`src/rtl/piso_counter_register.sv`:
```
// Parallel-in serial-out transmitter with a frame bit counter and last-bit carry-out.
// so is meant to drive the si input of the matching serial-in counter register.
module piso_counter_register #(
    parameter int unsigned WIDTH     = 8,
    parameter int unsigned CNT_W     = 3,
    parameter bit          LSB_FIRST = 1'b0,
    parameter bit          IDLE_LVL  = 1'b0
) (
    input  logic             clk,
    input  logic             rst,
    input  logic             en,
    input  logic             ld,
    input  logic [WIDTH-1:0] pi,
    output logic             so,
    output logic [CNT_W-1:0] cnt,
    output logic             co,
    output logic             busy,
    output logic             rdy
);

    typedef enum logic [0:0] {StIdle, StShift} state_e;

    localparam logic [CNT_W-1:0] CntLast = CNT_W'(WIDTH - 1);
    localparam logic [CNT_W-1:0] CntPen  = CNT_W'(WIDTH - 2);

    state_e             state_q;
    logic [WIDTH-1:0]   sreg_q;
    logic [CNT_W-1:0]   cnt_q;
    logic               so_q;
    logic               co_q;
    logic               busy_q;

    logic [WIDTH-1:0]   sreg_adv;
    logic               first_pi;
    logic               first_adv;
    logic               at_last;
    logic               accept;

    // The bit on so is always the leading end of sreg_q, so advancing is a single shift.
    always_comb begin
        sreg_adv  = LSB_FIRST ? (sreg_q >> 1) : (sreg_q << 1);
        first_pi  = LSB_FIRST ? pi[0] : pi[WIDTH-1];
        first_adv = LSB_FIRST ? sreg_adv[0] : sreg_adv[WIDTH-1];
        at_last   = (cnt_q == CntLast);
        accept    = ld && ((state_q == StIdle) || at_last);
    end

    always_ff @(posedge clk) begin
        if (rst) begin
            state_q <= StIdle;
            sreg_q  <= '0;
            cnt_q   <= '0;
            so_q    <= IDLE_LVL;
            co_q    <= 1'b0;
            busy_q  <= 1'b0;
        end else if (en) begin
            if (accept) begin
                // Covers both a fresh load and a gapless reload on the last bit.
                state_q <= StShift;
                sreg_q  <= pi;
                cnt_q   <= '0;
                so_q    <= first_pi;
                co_q    <= 1'b0;
                busy_q  <= 1'b1;
            end else begin
                unique case (state_q)
                    StShift: begin
                        if (!at_last) begin
                            sreg_q <= sreg_adv;
                            so_q   <= first_adv;
                            cnt_q  <= cnt_q + CNT_W'(1);
                            co_q   <= (cnt_q == CntPen);
                        end else begin
                            state_q <= StIdle;
                            sreg_q  <= '0;
                            cnt_q   <= '0;
                            so_q    <= IDLE_LVL;
                            co_q    <= 1'b0;
                            busy_q  <= 1'b0;
                        end
                    end
                    StIdle: begin
                        cnt_q  <= '0;
                        so_q   <= IDLE_LVL;
                        co_q   <= 1'b0;
                        busy_q <= 1'b0;
                    end
                    default: state_q <= StIdle;
                endcase
            end
        end
    end

    assign so   = so_q;
    assign cnt  = cnt_q;
    assign co   = co_q;
    assign busy = busy_q;
    assign rdy  = !busy_q || co_q;

endmodule

```
`config.mk`:
```
export PLATFORM = sky130hd
export DESIGN_NAME = piso_counter_register
export DESIGN_NICKNAME = d
export VERILOG_FILES = /design/src/rtl/piso_counter_register.sv
export SDC_FILE = /design/constraint.sdc
export NUM_CORES = 1
export LEC_CHECK = 0
export ABC_AREA = 1
export CORE_MARGIN = 5
export CORE_UTILIZATION = 28
export CTS_CLUSTER_SIZE = 10
export DETAILED_ROUTE_END_ITERATION = 8
export GPL_TIMING_DRIVEN = 0
export PLACE_DENSITY_LB_ADDON = 0.12
export SYNTH_ARGS = -nofsm -noshare
export SYNTH_HDL_FRONTEND = slang
export SYNTH_SLANG_ARGS = --single-unit
```
`constraint.sdc`:
```
create_clock -name clk -period 2.71 [get_ports clk]
set_input_delay 0.6775 -clock clk [delete_from_list [all_inputs] [get_ports clk]]
set_output_delay 0.6775 -clock clk [all_outputs]
set_load 0.05 [all_outputs]
```
**After elaboration in Yosys (flattened, before gate mapping)**

Cells that the tools add are included.

- Register bits after elaboration: 14
- Input bits: 12

- Add/subtract/negate cells: 1
- Eq/ne operators: 3
- Muxes and demuxes: 18
- Bitwise gates (word level): 1
- Reduce and logical (&&, ||, !) cells: 7

Operator list:

| cell | number |
|---|---|
| two-way mux 7 bit | 3 |
| two-way mux 1 bit | 9 |
| equality test 3 bit, second input constant | 2 |
| two-way mux 3 bit | 2 |
| case mux 1 bit (2 select lines) | 3 |
| case mux 3 bit (2 select lines) | 1 |
| AND reduction 2 bit | 2 |
| adder 3 x 1 -> 3 bit, second input constant | 1 |
| inequality test 3 x 1 -> 1 bit, second input constant | 1 |
| logical OR 1 bit | 2 |
| nonzero test 2 bit | 1 |
| logical AND 1 bit | 1 |
| zero test 1 bit | 1 |
| NOT 1 bit | 1 |

**Depth between registers and ports, before layout**

- Word-level depth: 5
- Depth in mapped cells: 9
- Mapped depth without buffers: 9

**Least setup slack after synthesis**

Ideal clock, no wire load.

- Path type: register to output
- Start: reg busy_q (netlist: busy)
- End: out rdy
- Arrival: 1.119 ns
- Required time: 2.033 ns
- Slack: 0.914 ns
- Cell stages (with the launch flop): 3
- Buffers on the path: 0
- Cell sequence: dfxtp_1 > inv_1 > or2_2

- Cells in the longest elaborated chain, start to end: 2

Ends and longest elaborated chain:

| item | line | source |
|---|---|---|
| from (decl) | 31 | `logic busy_q;` |
| from (signal assigned) | 55 | `busy_q <= 1'b0;` |
| from (signal assigned) | 64 | `busy_q <= 1'b1;` |
| from (signal assigned) | 79 | `busy_q <= 1'b0;` |
| zero test 1 bit | 98 | `assign rdy = !busy_q \|\| co_q;` |
| logical OR 1 bit | 98 |  |
| to (decl) | 18 | `output logic rdy` |

No other way between the ends.

**Worst setup path in the final report**

Same ends and word-level chain as after synthesis.

==> summary.log <==
INFO  place          globalplace.congestion=0.7318
INFO  critical_path  arr_time_crit_path=1630ps
INFO  synthesis      synth_top_cells_by_area=dfxtp_1 39%, nand2_1 14%, nand3_1 9.7%, a21oi_1 8.3%, inv_1 7.8%
INFO  synthesis      synth.yosys.warnings=0
INFO  floorplanning  coreArea=2477um^2
INFO  clock_network  clk_path_buf_depth=2
INFO  synthesis      largest_family_of_logic_cells_by_synthesized_area=simple AND/OR/NAND/NOR gates
INFO  synthesis      postSynthCellCount=103
INFO  synthesis      synth_seq_area_share=38.82%
INFO  synthesis      synth_area_leader_cell=dfxtp_1
INFO  timing         worstMarginPinSlew=493.5ps
INFO  layout         area_of_all_sequential_standard_cells=280.3um^2
INFO  routing        wire_per_inst=10.95um
INFO  clock_network  ctsHtreeMaxLevel=1
INFO  synthesis      synth_adder_area_share=5.199%
INFO  clock_network  cts_tree=built
INFO  synthesis      synth_compound_area_share=13.34%
INFO  layout         drive_above_1_share=9.836%
INFO  layout         layout.nets=139
INFO  floorplanning  die_height=60.78um
INFO  critical_path  worstSetupPathType=reg2out
INFO  timing         summed_negative_setup_slack_over_all_endpoints=0ps
INFO  clock_network  cts_post_setup_buffers_inserted=0
INFO  timing         maxSlewViolCount=0
INFO  synthesis      post_synth_and_or_nand_nor_area_fraction=30.68%
INFO  grt            grtUsageTotal=10.51%
INFO  timing         timing_hold_violations_final=0
INFO  synthesis      synth_cell_types=17
INFO  clock_network  holdBufCountCts=0
INFO  power          power.density_cell_area=468.3nW/um^2
INFO  clock_network  worstSkewPairLatency=280ps
INFO  synthesis      post_synth_mux_area_share=0%
INFO  synthesis      post_synth_xor_area_fraction=0%
INFO  grt            grt_max_degree=10
INFO  clock_network  cts.root.buffer_cell=clkbuf_4
INFO  timing         setup-violations-final=0
INFO  timing         rsz_0062_raised_after_global_routing=false
INFO  floorplanning  initial_utilization=29.14%
INFO  synthesis      synthesis.area=721.9um^2
INFO  grt            grt_pass1_vias=678
INFO  timing         maximum_frequency_from_static_timing_analysis=0.4338GHz
INFO  routing        drc_errors=0
INFO  routing        vias=679
INFO  critical_path  critical_path.max_fanout=2
INFO  layout         syn_to_final_growth=30.50%
INFO  flow_run       max_cap_viols=0
INFO  synthesis      synth.avg_cell_area=7.009um^2
INFO  critical_path  timing.critical_path.to_type=output port
INFO  place          numPortBuffers=16
INFO  place          dp_hpwl=1.249mm
INFO  synthesis      synth_top_area_share=38.82%
INFO  critical_path  startpoint_type=register
INFO  power          finalPower=0.4412mW
INFO  grt            global_route.overflow_total=0
INFO  power          leakagePower=0.4301nW
INFO  floorplanning  die_area=3694um^2
INFO  power          ir_drop=0.0002045V
INFO  timing         final_min_period_over_clock_period=85.06%
INFO  layout         insertedDiodeCount=0
INFO  timing         worst_clock_skew=3.191ps
INFO  floorplanning  placement_rows=18
INFO  routing        initialDrtViolationCount=12
INFO  routing        postRouteWirelength=1.664mm
INFO  clock_network  clock_sinks=14
INFO  clock_network  cts_repair_resizes=0
INFO  routing        final_antenna_net_count=0
INFO  clock_network  cts.clk_slew.worst_paths=90ps
INFO  run_status     status=complete, no violations
INFO  worst_hold_path timing.hold.worst.class=reg2reg
INFO  layout         num-fill-cells=294
INFO  timing         max_slew_margin=67.00%
INFO  floorplanning  ioPinCount=19
INFO  timing         min_period=2305ps
INFO  clock_network  inserted_clock_buffers=3
INFO  synthesis      yosys_register_bits=14
INFO  layout         multi_input_comb_area=355.3um^2
INFO  routing        detailedRoute.firstPassIterationCount=4
INFO  critical_path  crit_required=2030ps
INFO  routing        vias_per_cell=4.467
INFO  synthesis      syn_nets=118
INFO  grt            antenna_found_initial=0
INFO  floorplanning  die_w=60.78um
INFO  grt            grt_pass1_wl=2.884mm
[state kept, by name, indices dropped and copies added (netlist names)]
register and cells:
busy 1, sreg_q 7, co 1, state_q 1, so 1, cnt 3
[cell usage after synthesis (all sizes together)]
master / number
nor2: 4
or2: 1
ha: 3
nand3: 14
nand4: 1
nand2: 29
inv: 18
o21ai: 5
a21oi: 12
buf: 2
dfxtp: 14
[critical path, stage by stage, from the launching register on]
cell and delay [ps]:
dfxtp_1 330, inv_1 50, or2_2 260, clkdlybuf4s50_1 700
[metrics by stage]
stage	instance area, um^2	utilization [%]	hold slack, ps	instances	setup WS [ps]
global placement	919.6	37.12	452.1	149	721.0
global route	942.2	38.03	491.0	152	353.1
floorplan	721.9	-	444.7	103	913.9
detailed placement	919.6	37.12	463.3	149	714.6
finish	942.2	38.03	468.7	152	404.9
CTS	942.2	38.03	475.6	152	395.9
[routing by layer]
metal	up-vias	wire length, um	share of wire, %	global-route usage, %
li1	364	-	-	-
met5	-	0	0	0
met1	295	783	47	12.87
met2	18	754	45	16.95
met4	0	18	1.1	2.786
met3	2	107	6.4	4.468
[worst paths after layout]
kind | depth (start not counted) | end | slack, ps | start
hold / removal | 2 | sreg_q[1] | 470 | sreg_q[1]
setup reg to reg | 8 | sreg_q[3] | 1220 | cnt[1]
setup / recovery | 3 | rdy | 400 | busy
hold reg to reg | 2 | sreg_q[1] | 470 | sreg_q[1]
[power breakdown]
part           total (mW)  leakage (nW)  internal, mW  switching, mW
logic              0.0949         0.302        0.0392         0.0557
registers           0.224         0.115         0.216        0.00731
clock network       0.123        0.0138        0.0516         0.0711
[logic make-up after synthesis]
kind of cell               count (synthesis)
buffers and inverters                     20
AOI/OAI and AO/OA                         17
DFF                                       14
adders and majority gates                  3
and+or+nand+nor                           49
[cells in the final DEF, fill, tap and decap left out]
cell / synthesis / routed
a21oi_1: 12 / 12
nand2_4: 2 / 2
o21ai_4: 1 / 1
clkbuf_4: 0 / 3
nand2_1: 27 / 27
o21ai_0: 2 / 2
inv_1: 15 / 15
or2_2: 1 / 1
nand3_1: 14 / 14
inv_2: 2 / 2
nor2_1: 4 / 4
buf_2: 1 / 1
dfxtp_1: 14 / 14
ha_1: 3 / 3
inv_4: 1 / 1
clkdlybuf4s50_1: 0 / 16
buf_6: 1 / 1
nand4_1: 1 / 1
o21ai_1: 2 / 2
[cell type report]
cell class / instances / share of cell area (%)
clock buffer: 3 / 2.390
timing repair buffer: 16 / 17.00
buffer: 2 / 1.726
tap: 30 / 3.984
inverter: 18 / 7.437
sequential: 14 / 29.75
multi-input combinational: 69 / 37.72
Note: power is estimated with default switching activity, not from simulation.
